### src/rtl/mod_settings_scheduler_if.sv
// Host request/response bus for the settings scheduler.
interface mod_settings_scheduler_if;
  logic        req_valid;
  logic        req_ready;
  logic        req_segment;
  logic [14:0] req_cycle;
  logic [15:0] req_rep;
  logic        req_switch;
  logic [7:0]  req_transition_mode;
  logic [63:0] req_transition_value;
  logic        resp_valid;
  logic [1:0]  resp_err;

  modport master (
    output req_valid, req_segment, req_cycle, req_rep, req_switch,
           req_transition_mode, req_transition_value,
    input  req_ready, resp_valid, resp_err
  );

  modport slave (
    input  req_valid, req_segment, req_cycle, req_rep, req_switch,
           req_transition_mode, req_transition_value,
    output req_ready, resp_valid, resp_err
  );
endinterface

### src/rtl/mod_settings_scheduler.sv
// Settings scheduler: validates a host request, writes the per-segment
// CYCLE/REP registers and, for switch requests, issues a delayed
// UPDATE_SETTINGS pulse to the swapchain while tracking a pending
// finite transition.
module mod_settings_scheduler #(
  parameter int unsigned SettleCycles = 2,
  parameter logic [7:0]  ModeExt      = 8'd3,
  parameter logic [7:0]  ModeGpio     = 8'd4
) (
  input  logic                     clk_i,
  input  logic                     rst_ni,
  mod_settings_scheduler_if.slave  req_if,
  input  logic                     abort_i,
  input  logic                     segment_i,
  input  logic                     stop_i,
  output logic [14:0]              cycle_o [2],
  output logic [15:0]              rep_o [2],
  output logic                     update_settings_o,
  output logic                     req_rd_segment_o,
  output logic [7:0]               transition_mode_o,
  output logic [63:0]              transition_value_o,
  output logic                     pending_o
);

  localparam int unsigned NumSegment = 2;
  localparam logic [2:0]  SettleLast = 3'(SettleCycles - 1);

  typedef enum logic [1:0] {StIdle, StCheck, StSettle, StFire} state_e;

  state_e      state_q, state_d;
  logic [2:0]  cnt_q, cnt_d;

  // Request capture registers
  logic        seg_q;
  logic [14:0] cyc_req_q;
  logic [15:0] rep_req_q;
  logic        sw_q;
  logic [7:0]  mode_q;
  logic [63:0] value_q;

  logic [14:0] cycle_q [NumSegment];
  logic [15:0] rep_q [NumSegment];
  logic        rd_seg_q;
  logic [7:0]  tmode_q;
  logic [63:0] tvalue_q;
  logic        pending_q, pending_d;

  logic        ready;
  logic        accept;
  logic        resp_valid;
  logic [1:0]  resp_err;
  logic        update;
  logic        write_en;
  logic        latch_en;
  logic [1:0]  err_code;

  assign accept = req_if.req_valid && ready;

  // Error classification of the captured request, highest code wins.
  always_comb begin
    err_code = 2'd0;
    if ((sw_q && rep_req_q != 16'hFFFF && mode_q == ModeExt) ||
        (mode_q == ModeGpio && value_q > 64'd3)) begin
      err_code = 2'd3;
    end else if (sw_q && pending_q) begin
      err_code = 2'd2;
    end else if (seg_q == segment_i && !stop_i) begin
      err_code = 2'd1;
    end
  end

  // Next-state and output decode.
  always_comb begin
    state_d    = state_q;
    cnt_d      = cnt_q;
    ready      = 1'b0;
    resp_valid = 1'b0;
    resp_err   = 2'd0;
    update     = 1'b0;
    write_en   = 1'b0;
    latch_en   = 1'b0;
    unique case (state_q)
      StIdle: begin
        ready = 1'b1;
        if (req_if.req_valid) state_d = StCheck;
      end
      StCheck: begin
        if (err_code != 2'd0) begin
          resp_valid = 1'b1;
          resp_err   = err_code;
          state_d    = StIdle;
        end else begin
          write_en = 1'b1;
          if (!sw_q) begin
            resp_valid = 1'b1;
            state_d    = StIdle;
          end else begin
            latch_en = 1'b1;
            cnt_d    = 3'd0;
            state_d  = StSettle;
          end
        end
      end
      StSettle: begin
        if (cnt_q == SettleLast) begin
          state_d = StFire;
        end else begin
          cnt_d = cnt_q + 3'd1;
        end
      end
      StFire: begin
        update     = 1'b1;
        resp_valid = 1'b1;
        state_d    = StIdle;
      end
      default: state_d = StIdle;
    endcase
  end

  // FSM state and settle counter.
  always_ff @(posedge clk_i or negedge rst_ni) begin
    if (!rst_ni) begin
      state_q <= StIdle;
      cnt_q   <= 3'd0;
    end else begin
      state_q <= state_d;
      cnt_q   <= cnt_d;
    end
  end

  // Capture all request fields on the handshake only.
  always_ff @(posedge clk_i or negedge rst_ni) begin
    if (!rst_ni) begin
      seg_q     <= 1'b0;
      cyc_req_q <= '0;
      rep_req_q <= '0;
      sw_q      <= 1'b0;
      mode_q    <= '0;
      value_q   <= '0;
    end else if (accept) begin
      seg_q     <= req_if.req_segment;
      cyc_req_q <= req_if.req_cycle;
      rep_req_q <= req_if.req_rep;
      sw_q      <= req_if.req_switch;
      mode_q    <= req_if.req_transition_mode;
      value_q   <= req_if.req_transition_value;
    end
  end

  // Per-segment CYCLE/REP registers, written once a request checks OK.
  always_ff @(posedge clk_i or negedge rst_ni) begin
    if (!rst_ni) begin
      for (int unsigned i = 0; i < NumSegment; i++) begin
        cycle_q[i] <= '0;
        rep_q[i]   <= 16'hFFFF;
      end
    end else if (write_en) begin
      cycle_q[seg_q] <= cyc_req_q;
      rep_q[seg_q]   <= rep_req_q;
    end
  end

  // Transition settings and target segment handed to the swapchain.
  always_ff @(posedge clk_i or negedge rst_ni) begin
    if (!rst_ni) begin
      rd_seg_q <= 1'b0;
      tmode_q  <= '0;
      tvalue_q <= '0;
    end else if (latch_en) begin
      rd_seg_q <= seg_q;
      tmode_q  <= mode_q;
      tvalue_q <= value_q;
    end
  end

  // Pending: set by FIRE for finite loops (beats ABORT), cleared by ABORT
  // or once the swapchain runs the target segment.
  always_comb begin
    pending_d = pending_q;
    if (state_q == StFire) begin
      pending_d = (rep_req_q != 16'hFFFF);
    end else if (abort_i) begin
      pending_d = 1'b0;
    end else if (pending_q && segment_i == rd_seg_q && !stop_i) begin
      pending_d = 1'b0;
    end
  end

  // Pending flag register.
  always_ff @(posedge clk_i or negedge rst_ni) begin
    if (!rst_ni) begin
      pending_q <= 1'b0;
    end else begin
      pending_q <= pending_d;
    end
  end

  assign req_if.req_ready  = ready;
  assign req_if.resp_valid = resp_valid;
  assign req_if.resp_err   = resp_err;

  assign cycle_o            = cycle_q;
  assign rep_o              = rep_q;
  assign update_settings_o  = update;
  assign req_rd_segment_o   = rd_seg_q;
  assign transition_mode_o  = tmode_q;
  assign transition_value_o = tvalue_q;
  assign pending_o          = pending_q;

endmodule

### src/flat_wrapper.sv
// flat-port wrapper written by rule: the top's interface ports become plain ports
module mod_settings_scheduler_flat 
#(
  parameter int unsigned SettleCycles = 2,
  parameter logic [7:0]  ModeExt      = 8'd3,
  parameter logic [7:0]  ModeGpio     = 8'd4
)
  (clk_i, rst_ni, abort_i, segment_i, stop_i, cycle_o, rep_o, update_settings_o, req_rd_segment_o, transition_mode_o, transition_value_o, pending_o, req_if_req_valid, req_if_req_segment, req_if_req_cycle, req_if_req_rep, req_if_req_switch, req_if_req_transition_mode, req_if_req_transition_value, req_if_req_ready, req_if_resp_valid, req_if_resp_err);
  mod_settings_scheduler_if req_if_i ();
  input  logic clk_i;
  input  logic rst_ni;
  input  logic abort_i;
  input  logic segment_i;
  input  logic stop_i;
  output logic [14:0] cycle_o[2];
  output logic [15:0] rep_o[2];
  output logic update_settings_o;
  output logic req_rd_segment_o;
  output logic [7:0] transition_mode_o;
  output logic [63:0] transition_value_o;
  output logic pending_o;
  input wire logic [$bits(req_if_i.req_valid)-1:0] req_if_req_valid;
  input wire logic [$bits(req_if_i.req_segment)-1:0] req_if_req_segment;
  input wire logic [$bits(req_if_i.req_cycle)-1:0] req_if_req_cycle;
  input wire logic [$bits(req_if_i.req_rep)-1:0] req_if_req_rep;
  input wire logic [$bits(req_if_i.req_switch)-1:0] req_if_req_switch;
  input wire logic [$bits(req_if_i.req_transition_mode)-1:0] req_if_req_transition_mode;
  input wire logic [$bits(req_if_i.req_transition_value)-1:0] req_if_req_transition_value;
  output wire logic [$bits(req_if_i.req_ready)-1:0] req_if_req_ready;
  output wire logic [$bits(req_if_i.resp_valid)-1:0] req_if_resp_valid;
  output wire logic [$bits(req_if_i.resp_err)-1:0] req_if_resp_err;
  assign req_if_i.req_valid = req_if_req_valid;
  assign req_if_i.req_segment = req_if_req_segment;
  assign req_if_i.req_cycle = req_if_req_cycle;
  assign req_if_i.req_rep = req_if_req_rep;
  assign req_if_i.req_switch = req_if_req_switch;
  assign req_if_i.req_transition_mode = req_if_req_transition_mode;
  assign req_if_i.req_transition_value = req_if_req_transition_value;
  assign req_if_req_ready = req_if_i.req_ready;
  assign req_if_resp_valid = req_if_i.resp_valid;
  assign req_if_resp_err = req_if_i.resp_err;
  mod_settings_scheduler #(.SettleCycles(SettleCycles), .ModeExt(ModeExt), .ModeGpio(ModeGpio)) u_core (.clk_i(clk_i), .rst_ni(rst_ni), .req_if(req_if_i), .abort_i(abort_i), .segment_i(segment_i), .stop_i(stop_i), .cycle_o(cycle_o), .rep_o(rep_o), .update_settings_o(update_settings_o), .req_rd_segment_o(req_rd_segment_o), .transition_mode_o(transition_mode_o), .transition_value_o(transition_value_o), .pending_o(pending_o));
endmodule
### config.mk
export PLATFORM = sky130hd
export DESIGN_NAME = mod_settings_scheduler_flat
export DESIGN_NICKNAME = d
export VERILOG_FILES = /design/src/rtl/mod_settings_scheduler_if.sv /design/src/rtl/mod_settings_scheduler.sv /design/src/flat_wrapper.sv
export SDC_FILE = /design/constraint.sdc
export NUM_CORES = 1
export LEC_CHECK = 0
export CORE_AREA = 3 3 183 185
export DETAILED_ROUTE_END_ITERATION = 7
export DIE_AREA = 0 0 186 188
export PLACE_DENSITY = 0.59
export SLEW_MARGIN = 10
export SYNTH_ARGS = -nofsm -noshare
export SYNTH_HDL_FRONTEND = slang
export SYNTH_SLANG_ARGS = --single-unit
### constraint.sdc
create_clock -name clk_i -period 2.87 [get_ports clk_i]
set_input_delay 0.4305 -clock clk_i [delete_from_list [all_inputs] [get_ports clk_i]]
set_output_delay 0.4305 -clock clk_i [all_outputs]
set_load 0.005 [all_outputs]
==> results of run 1 <==
## registers in the layout, summed over array words and instances (netlist names), named ones only
register                   cells
u_core.cycle_o                30
u_core.cnt_q                   3
u_core.rep_o                  32
u_core.sw_q                    1
u_core.pending_o               1
u_core.value_q                64
u_core.transition_mode_o       8
u_core.rep_req_q              16
u_core.state_q                 1
u_core.seg_q                   1
u_core.req_rd_segment_o        1
u_core.mode_q                  8
u_core.cyc_req_q              15
u_core.transition_value_o     64
## worst max-delay path by stage
stage	slack (ns)	depth (start not counted)	from	end
after detailed placement	-0.03	6	u_core.value_q[63]	req_if_resp_err[0]
after global routing	-0.04	8	u_core.value_q[61]	req_if_resp_valid
final	0.07	8	u_core.value_q[58]	req_if_resp_err[0]
after floorplan	0.69	6	u_core.mode_q[5]	u_core.transition_value_o[53]
after global placement	-0.02	6	u_core.value_q[49]	req_if_resp_err[0]
after CTS	0.02	8	u_core.value_q[60]	req_if_resp_err[0]
## stage by stage
step                      util [%]  power, W
after floorplan                  -  0.009087
after global placement       39.47   0.01226
after detailed placement     39.47   0.01237
after CTS                    42.65   0.01609
after global routing         42.67   0.01683
final                        42.68   0.01581
## kinds of logic after synthesis
group                      share of synthesized area [%]
DFF                                                64.52
muxes                                              27.67
and+or+nand+nor                                    3.583
buffers and inverters                              2.137
AOI/OAI and AO/OA                                  1.642
xor gates and xnor gates                          0.1824
adders and majority gates                         0.2605
## placed cells by master, fill, tap and decap left out, types with 3 or more instances in the layout
master and instances:
mux2_1 23, buf_2 3, buf_12 8, dfrtp_1 214, o21ai_0 3, dfstp_2 32, nor4_1 7, nand4_1 8
o21a_1 4, mux2_2 213, clkinvlp_4 3, nand2_1 12, inv_1 6, clkbuf_1 8, nand2b_1 3, clkdlybuf4s50_1 247
buf_4 14, clkbuf_16 28, nor4_2 8, clkbuf_8 9, nor2_1 9
## timing repair
item | 4_1_cts | 5_1_grt
pin swaps | 8 | 1
setup buffers | 2 | 1
endpoints found under the setup margin | 3 | 3
resized for setup | 25 | 0
hold buffers | 1 | 0
hold endpoints to repair | 54 | 0
## power breakdown
part           internal [W]  total, W  switching (W)
Combinational       0.00373   0.00562        0.00188
Clock               0.00213   0.00354        0.00141
Sequential          0.00542   0.00665        0.00123
Total                0.0113    0.0158        0.00452
## metal layers
metal | track usage, % | routed length [µm] | vias up
li1 | - | - | 2725
met3 | 6.246 | 2680 | 38
met4 | 3.266 | 601 | 2
met2 | 22.34 | 11270 | 205
met5 | 0 | 13 | -
met1 | 18.05 | 10570 | 3028
## critical path, cell delays in order, from the launching register on
cell and delay, ns:
dfrtp_1 0.39, nor4_2 0.31, buf_4 0.17, nand4_1 0.13
nor4_4 0.29, buf_4 0.18, o21ai_4 0.08, o21a_1 0.17
buf_2 0.12
## area by class of cell
class | instances | area [µm²]
Inverter | 6 | 22.52
Multi-Input combinational cell | 320 | 3298
Clock buffer | 45 | 854.6
Clock inverter | 7 | 82.58
Tap cell | 408 | 510.5
Sequential cell | 246 | 6196
Timing Repair Buffer | 274 | 2778
Antenna cell | 1 | 2.502
Fill cell | 3011 | 18460
==> summary.md, run 1 <==
| Metric | Value |
|---|---|
| Status | `finished, final reports clean` |
| Avg Cell Area, Syn | `16.09 µm²` |
| Non-filler cells, final | `1307` |
| Startpoint class of the critical path | `flop` |
| Period Utilization, post-route | `97.58%` |
| Clk root buf | `clkbuf_16` |
| DR DRC count | `0` |
| Vias in the first global route | `6416` |
| Worst slew margin | `60.17%` |
| Number of synthesized flops with an enable pin | `0` |
| Reg-to-Reg Start | `u_core.mode_q[5]` |
| Remaining Overflow, GRT | `0` |
| Placement Setup Slack | `-0.03301 ns` |
| Worst Skew | `0.03202 ns` |
| Yosys warning count | `0` |
| Area grow syn2layout | `43.13%` |
| Core area | `32210 µm²` |
| Worst Max-Slew Pin Slew | `0.5975 ns` |
| Final setup margin | `0.06937 ns` |
| Clk sink count | `246` |
| Worst-path clk slew | `0.06 ns` |
| Asr flop ratio synth | `100.0%` |
| Post-synth top flop | `dfrtp_1` |
| Die Area | `34970 µm²` |
| Final hold viol count | `0` |
| FF-to-FF End | `u_core.transition_value_o[44]` |
| R2R depth | `7` |
| Pin count of the biggest net entering global routing | `75` |
| Die Y | `188 µm` |
| All-Layer GR Usage | `14.18%` |
| Fmax | `0.3571 GHz` |
| Post-Syn Area | `9603 µm²` |
| Worst-skew pair later-pin latency | `0.55 ns` |
| Hold WC Path Type | `input pin to asynchronous set/reset pin` |
| I/O Pins | `252` |
| Count leader, synth | `dfrtp_1` |
| Syn nets | `710` |
| Critical path arrival | `2.37 ns` |
| Routed WL | `25140 µm` |
| Initial antenna violation count | `2` |
| Netlist cell types | `37` |
| H-tree Lvls | `1` |
| Final max-slew violation count | `0` |
| I/O Buffers | `251` |
| Final Instance Area | `13740 µm²` |
| Final TNS setup | `0 ns` |
| Cells after synthesis | `597` |
| Placed Instance Area | `12710 µm²` |
| Crit path kind | `flop to primary output` |
| Layout cell share with drive strength beyond 1 | `37.08%` |
| DIE WIDTH | `186 µm` |
| CTS tree | `built` |
| Final hold slack | `0.4717 ns` |
| PwrDens | `1150 nW/µm²` |
| Via density | `4.589` |
| # nets final | `989` |
| Post-synth top cells | `dfrtp_1 (214), mux2_2 (213), dfstp_2 (32)` |
| Buffer levels on the longest clock path | `3` |
| Leakage | `5.635 nW` |
| DP HPWL | `17870 µm` |
| Row Count | `66` |
| DP Cell Count | `1250` |
| TritonRoute pass-1 iters | `4` |
| Critical Path RT | `2.44 ns` |
| Largest area contributor in the netlist | `dfrtp_1` |
| Max Cap Violations | `0` |
| Seq/Total Area, Yosys | `64.52%` |
| Inserted Clock Buffers | `28` |
| Post-synth top area share | `55.77%` |
| Post-route ant nets | `0` |
| Gpl congestion | `0.7032` |
| WL/cell | `19.24 µm` |
| Worst R2R Setup Slack | `0.31 ns` |
| Final min period | `2.801 ns` |
| Drt first-iter violations | `148` |
| Count of final setup violators | `0` |
| First-pass GRT wire length | `38670 µm` |
| Initial Utilization | `29.82%` |
| Top cells by area, synth | `dfrtp_1 (56%), mux2_2 (25%), dfstp_2 (8.8%)` |
| Worst Setup End Kind | `primary output` |
| Max FO, Critical Path | `4` |
| Worst vdd ir | `595.3 µV` |
| Via Count | `5998` |
| RSZ-0062 raised after global routing | `yes` |
| Flops & latches, synth | `246` |
Note: power is estimated with default switching activity, not from simulation.
==> inputs of run 2 (changes only) <==
SETUP_SLACK_MARGIN = 0.5   (was unset)
==> run 2 against run 1 <==
Effect of this change: combinational power up 12%; core utilization up 2.0 points; register-to-register slack worse by 0.03 ns; count of clock-buffer cells in the layout unchanged.
==> summary.md, run 2 (synthesis gave the netlist of run 1 again) <==
| Metric | Value |
|---|---|
| Status | `finished, final reports clean` |
| Final max-slew violation count | `0` |
| Core area | `32210 µm²` |
| Leakage | `6.111 nW` |
| Worst slew margin | `60.47%` |
| WL/cell | `20.46 µm` |
| Remaining Overflow, GRT | `0` |
| Worst Setup End Kind | `primary output` |
| Routed WL | `27120 µm` |
| Startpoint class of the critical path | `flop` |
| CP max-delay cell | `dfrtp_1` |
| Area grow syn2layout | `49.71%` |
| Layout cell share with drive strength beyond 1 | `40.02%` |
| Die Y | `188 µm` |
| Post-route ant nets | `0` |
| Placed Instance Area | `12710 µm²` |
| Diode count | `0` |
| Row Count | `66` |
| Worst Max-Slew Pin Slew | `0.5929 ns` |
| Crit path kind | `flop to primary output` |
| Buffer levels on the longest clock path | `3` |
| Period Utilization, post-route | `97.72%` |
| Critical Path RT | `2.44 ns` |
| Clk root buf | `clkbuf_16` |
| Critical path arrival | `2.37 ns` |
| Most frequent cells in the layout | `clkdlybuf4s50_1 (247), dfrtp_1 (214), mux2_2 (180)` |
| CP most frequent cell | `buf_4` |
| Worst path cell trace | `nor4_2 -> buf_4 -> nand4_1 -> nor4_4 -> buf_4 -> o21ai_4 -> o21a_1 -> buf_2` |
| Count of final setup violators | `0` |
| Clk sink count | `246` |
| Worst Skew | `0.02896 ns` |
| Via Count | `6179` |
| All-Layer GR Usage | `14.32%` |
| DIE WIDTH | `186 µm` |
| PwrDens | `1152 nW/µm²` |
| CTS tree | `built` |
| Final hold viol count | `0` |
| I/O Buffers | `251` |
| Commonest non-fill, non-tap cell in the layout | `clkdlybuf4s50_1` |
| H-tree Lvls | `1` |
| R2R depth | `11` |
| Worst vdd ir | `598.5 µV` |
| Hold WC Path Type | `input pin to asynchronous set/reset pin` |
| Final min period | `2.804 ns` |
| Pin count of the biggest net entering global routing | `75` |
| Max Cap Violations | `0` |
| First-pass GRT wire length | `38910 µm` |
| FF-to-FF End | `u_core.transition_value_o[0]` |
| Via density | `4.663` |
| DP HPWL | `17870 µm` |
| Tot Pwr | `0.01656 W` |
| I/O Pins | `252` |
| TritonRoute pass-1 iters | `4` |
| Reg-to-Reg Start | `u_core.value_q[58]` |
| Fmax | `0.3566 GHz` |
| Initial Utilization | `29.82%` |
| Inserted Clock Buffers | `28` |
| Max FO, Critical Path | `4` |
| RSZ-0062 raised after global routing | `yes` |
| Worst-skew pair later-pin latency | `0.55 ns` |
| Gpl congestion | `0.7032` |
| Die Area | `34970 µm²` |
| Worst path max stage delay | `0.39 ns` |
| Vias in the first global route | `6422` |
| Initial antenna violation count | `2` |
| DR DRC count | `0` |
| Drt first-iter violations | `157` |
| Fill cells | `2953` |
| Final Instance Area | `14380 µm²` |
| # nets final | `1008` |
| Worst R2R Setup Slack | `0.28 ns` |
| Worst-path clk slew | `0.06 ns` |
-- run 2: layout make-up --
type / instances / area, µm² / area share [%]
tap: 408 / 510.5 / 3.551
sequential: 246 / 6196 / 43.10
timing repair buffer: 293 / 3224 / 22.43
clock buffer: 45 / 854.6 / 5.944
clock inverter: 7 / 82.58 / 0.5744
inverter: 6 / 22.52 / 0.1567
multi-input combinational: 320 / 3486 / 24.25
-- run 2: worst max-delay path, delay by kind of cell (launching register included) --
family,cells,cell delay (ns)
compound gates,2,0.25
simple gates,3,0.73
flops,1,0.39
buf+inv,3,0.47
-- run 2: routing by layer --
| layer | GRT usage [%] | share of wire [%] | vias to the layer above |
|---|---|---|---|
| met3 | 6.227 | 9.6 | 36 |
| met4 | 3.266 | 2.2 | 2 |
| li1 | - | - | 2768 |
| met1 | 18.33 | 42 | 3167 |
| met5 | 0 | 0.048 | - |
| met2 | 22.52 | 46 | 206 |
-- run 2: power breakdown --
group / total (W) / switching [W] / internal [W]
Clock: 0.00355 / 0.00142 / 0.00213
Combinational: 0.00631 / 0.00204 / 0.00427
Sequential: 0.00670 / 0.00128 / 0.00543
-- run 2: how the worst max path moves through the flow --
stage / startpoint / endpoint / slack, ns / cells after the start
2_1_floorplan: u_core.mode_q[5] / u_core.transition_value_o[53] / 0.69 / 6
3_3_place_gp: u_core.value_q[49] / req_if_resp_err[0] / -0.02 / 6
3_5_place_dp: u_core.value_q[63] / req_if_resp_err[0] / -0.03 / 6
4_1_cts: u_core.value_q[60] / req_if_resp_err[0] / 0.02 / 8
5_1_grt: u_core.value_q[61] / req_if_resp_valid / -0.04 / 8
6_report: u_core.value_q[58] / req_if_resp_err[0] / 0.07 / 8
-- run 2: metrics by stage --
step / util (%) / cells / hold slack (ns) / setup TNS [ns] / worst slack, ns
6_report: 44.64 / 1325 / 0.4775 / 0 / 0.06557
5_1_grt: 44.64 / 1325 / 0.4677 / -0.1265 / -0.04330
4_1_cts: 42.98 / 1309 / 0.4551 / 0 / 0.01710
3_5_place_dp: 39.47 / 1250 / 0.4635 / -0.08326 / -0.03301
3_3_place_gp: 39.47 / 1250 / 0.4637 / -0.04829 / -0.01671
2_1_floorplan: - / 597 / 0.1349 / 0 / 0.6881
-- run 2: what timing repair did --
| action | 4_1_cts | 5_1_grt |
|---|---|---|
| resized for setup | 31 | 61 |
| gates cloned | 2 | 14 |
| hold buffers | 1 | 0 |
| setup endpoints to repair | 135 | 136 |
| pin swaps | 9 | 2 |
| hold endpoints to repair | 54 | 0 |
| buffers inserted | 4 | 2 |
==> inputs of run 3 (changes only) <==
CORE_AREA = 2 2 182 184   (was 3 3 183 185)
DIE_AREA = 0 0 184 186   (was 0 0 186 188)
==> run 3 against run 2 <==
Effect of this change: wire length rose by 0.17%; sequential cell count stayed put; setup slack worse by 0.011 ns; critical endpoint is now req_if_resp_err[1]; sequential share of layout area fell by 1.4 points; core utilization grew 1.5 points; combinational power up 13%; sequential power hardly changed; global-route usage grew 1.8 points; critical path type unchanged; largest cell class unchanged; final area up 3.4%; clock skew is 0.0086 ns lower; highest routed layer unchanged; critical path depth stayed put.
==> summary.md, run 3 (synthesis gave the netlist of run 1 again) <==
| Metric | Value |
|---|---|
| Core area | `32210 µm²` |
| Final core utilization | `46.18%` |
| Crit path kind | `flop to primary output` |
| Status | `finished, final reports clean` |
| Leakage | `6.629 nW` |
| Final Instance Area | `14870 µm²` |
| Final hold viol count | `0` |
| Initial antenna violation count | `2` |
| Fill cells | `2859` |
| I/O Buffers | `251` |
| CTS tree | `built` |
| Most frequent cells in the layout | `clkdlybuf4s50_1 (247), dfrtp_1 (214), mux2_4 (133)` |
| Worst vdd ir | `567.2 µV` |
| Worst R2R Setup Slack | `0.12 ns` |
| Count of final setup violators | `0` |
| Area grow syn2layout | `54.87%` |
| Row Count | `66` |
| DP HPWL | `17270 µm` |
| Die Area | `34220 µm²` |
| DP Cell Count | `1250` |
| Initial Utilization | `29.82%` |
| Via density | `4.640` |
| FF-to-FF End | `u_core.cycle_o[18]` |
| WL met2 | `12170 µm` |
| Worst path max stage delay | `0.38 ns` |
| Non-filler cells, final | `1336` |
| Reg-to-Reg Start | `u_core.value_q[58]` |
| First-pass GRT wire length | `42220 µm` |
| Critical Path RT | `2.44 ns` |
| Clk sink count | `246` |
| Post-route ant nets | `0` |
| Buffer levels on the longest clock path | `3` |
| Pin count of the biggest net entering global routing | `67` |
| DR DRC count | `0` |
| R2R depth | `13` |
| Final max-slew violation count | `0` |
| Via Count | `6199` |
| CP max-delay cell | `dfrtp_1` |
| Diode count | `0` |
| DR top layer | `met5` |
| Critical path arrival | `2.38 ns` |
| I/O Pins | `252` |
| Routed WL | `27160 µm` |
| Register area | `6196 µm²` |
| Vias in the first global route | `6819` |
| Gpl congestion | `0.7489` |
| Clk root buf | `clkbuf_16` |
| RSZ-0062 raised after global routing | `yes` |
| Placed Instance Area | `12710 µm²` |
| Worst-path clk slew | `0.06 ns` |
| Layout cell share with drive strength beyond 1 | `41.49%` |
| Drt first-iter violations | `173` |
| WL/cell | `20.33 µm` |
| Fmax | `0.3552 GHz` |
| Worst Skew | `0.02038 ns` |
| WL met3 | `2557 µm` |
| Remaining Overflow, GRT | `0` |
| Startpoint class of the critical path | `flop` |
| Period Utilization, post-route | `98.09%` |
| TritonRoute pass-1 iters | `4` |
| Worst path cell trace | `nor4_2 -> buf_4 -> nand4_1 -> nor4_4 -> buf_6 -> o21ai_4 -> o21a_1 -> buf_2` |
| Commonest non-fill, non-tap cell in the layout | `clkdlybuf4s50_1` |
| Worst Setup End Kind | `primary output` |
| H-tree Lvls | `1` |
| Met1 WL | `11790 µm` |
| Die Y | `186 µm` |
| Hold WC Path Type | `input pin to asynchronous set/reset pin` |
| # nets final | `1019` |
| DIE WIDTH | `184 µm` |
| Multi-input gate area | `3810 µm²` |
| Worst slew margin | `70.46%` |
| Worst Max-Slew Pin Slew | `0.4431 ns` |
| Inserted Clock Buffers | `28` |
| All-Layer GR Usage | `16.09%` |
| Final TNS setup | `0 ns` |
| Final min period | `2.815 ns` |
| PwrDens | `1165 nW/µm²` |
| Max Cap Violations | `0` |
| Worst-skew pair later-pin latency | `0.55 ns` |
| Max FO, Critical Path | `4` |
| Tot Pwr | `0.01732 W` |
run 3: cell types whose count changed in the layout (fill, tap and decap cells not counted), moves of 5 or more:
| cell | delta |
|---|---|
| buf_16 | +12 |
| buf_6 | +7 |
| clkbuf_16 | -9 |
| clkbuf_8 | -5 |
| clkinv_2 | +5 |
| mux2_1 | -10 |
| mux2_2 | -77 |
| mux2_4 | +87 |
run 3: worst max-delay path: cells and delay by family, from the launching register on:
kind | cells | cell delay (ns)
buffers and inverters | 3 | 0.46
AOI/OAI and AO/OA | 2 | 0.25
DFF | 1 | 0.38
and+or+nand+nor | 3 | 0.75
run 3: worst max-delay path by stage:
stage,from,to,slack [ns],depth (start not counted)
global placement,u_core.value_q[51],req_if_resp_valid,-0.08,6
finish,u_core.value_q[58],req_if_resp_err[1],0.05,8
detailed placement,u_core.value_q[27],req_if_resp_valid,-0.09,6
global route,u_core.value_q[58],req_if_resp_valid,-0.11,8
floorplan,u_core.mode_q[5],u_core.transition_value_o[53],0.69,6
CTS,u_core.value_q[58],req_if_resp_valid,-0.007,8
run 3: final cells by class:
class / count / area share (%)
Sequential cell: 246 / 41.66
Timing Repair Buffer: 304 / 23.20
Inverter: 6 / 0.1514
Clock inverter: 9 / 0.5721
Multi-Input combinational cell: 320 / 25.62
Tap cell: 408 / 3.433
Clock buffer: 43 / 5.359
run 3: power breakdown:
part / internal [W] / leakage [nW] / switching (W)
Sequential: 0.00543 / 2.88 / 0.00130
Combinational: 0.00494 / 3.31 / 0.00221
Clock: 0.00200 / 0.435 / 0.00144
Total: 0.0124 / 6.63 / 0.00496
run 3: routing by layer:
layer	track usage [%]	vias to the layer above
li1	-	2787
met1	20.79	3157
met2	25.60	210
met3	6.183	41
met4	3.616	4
met5	0	-
run 3: through the flow:
stage | hold WS, ns | worst slack, ns
final | 0.4113 | 0.05470
after global routing | 0.4317 | -0.1083
after CTS | 0.4064 | -0.006737
after detailed placement | 0.3942 | -0.09307
after global placement | 0.4027 | -0.07695
after floorplan | 0.1349 | 0.6881
run 3: repair_timing:
action                     in CTS  in global routing
buffers inserted               17                  2
setup endpoints to repair     135                141
gates resized for setup       189                  9
hold endpoints to repair       41                  0
pin swaps                      10                  3
hold buffers                    1                  0
gates cloned                   14                  0
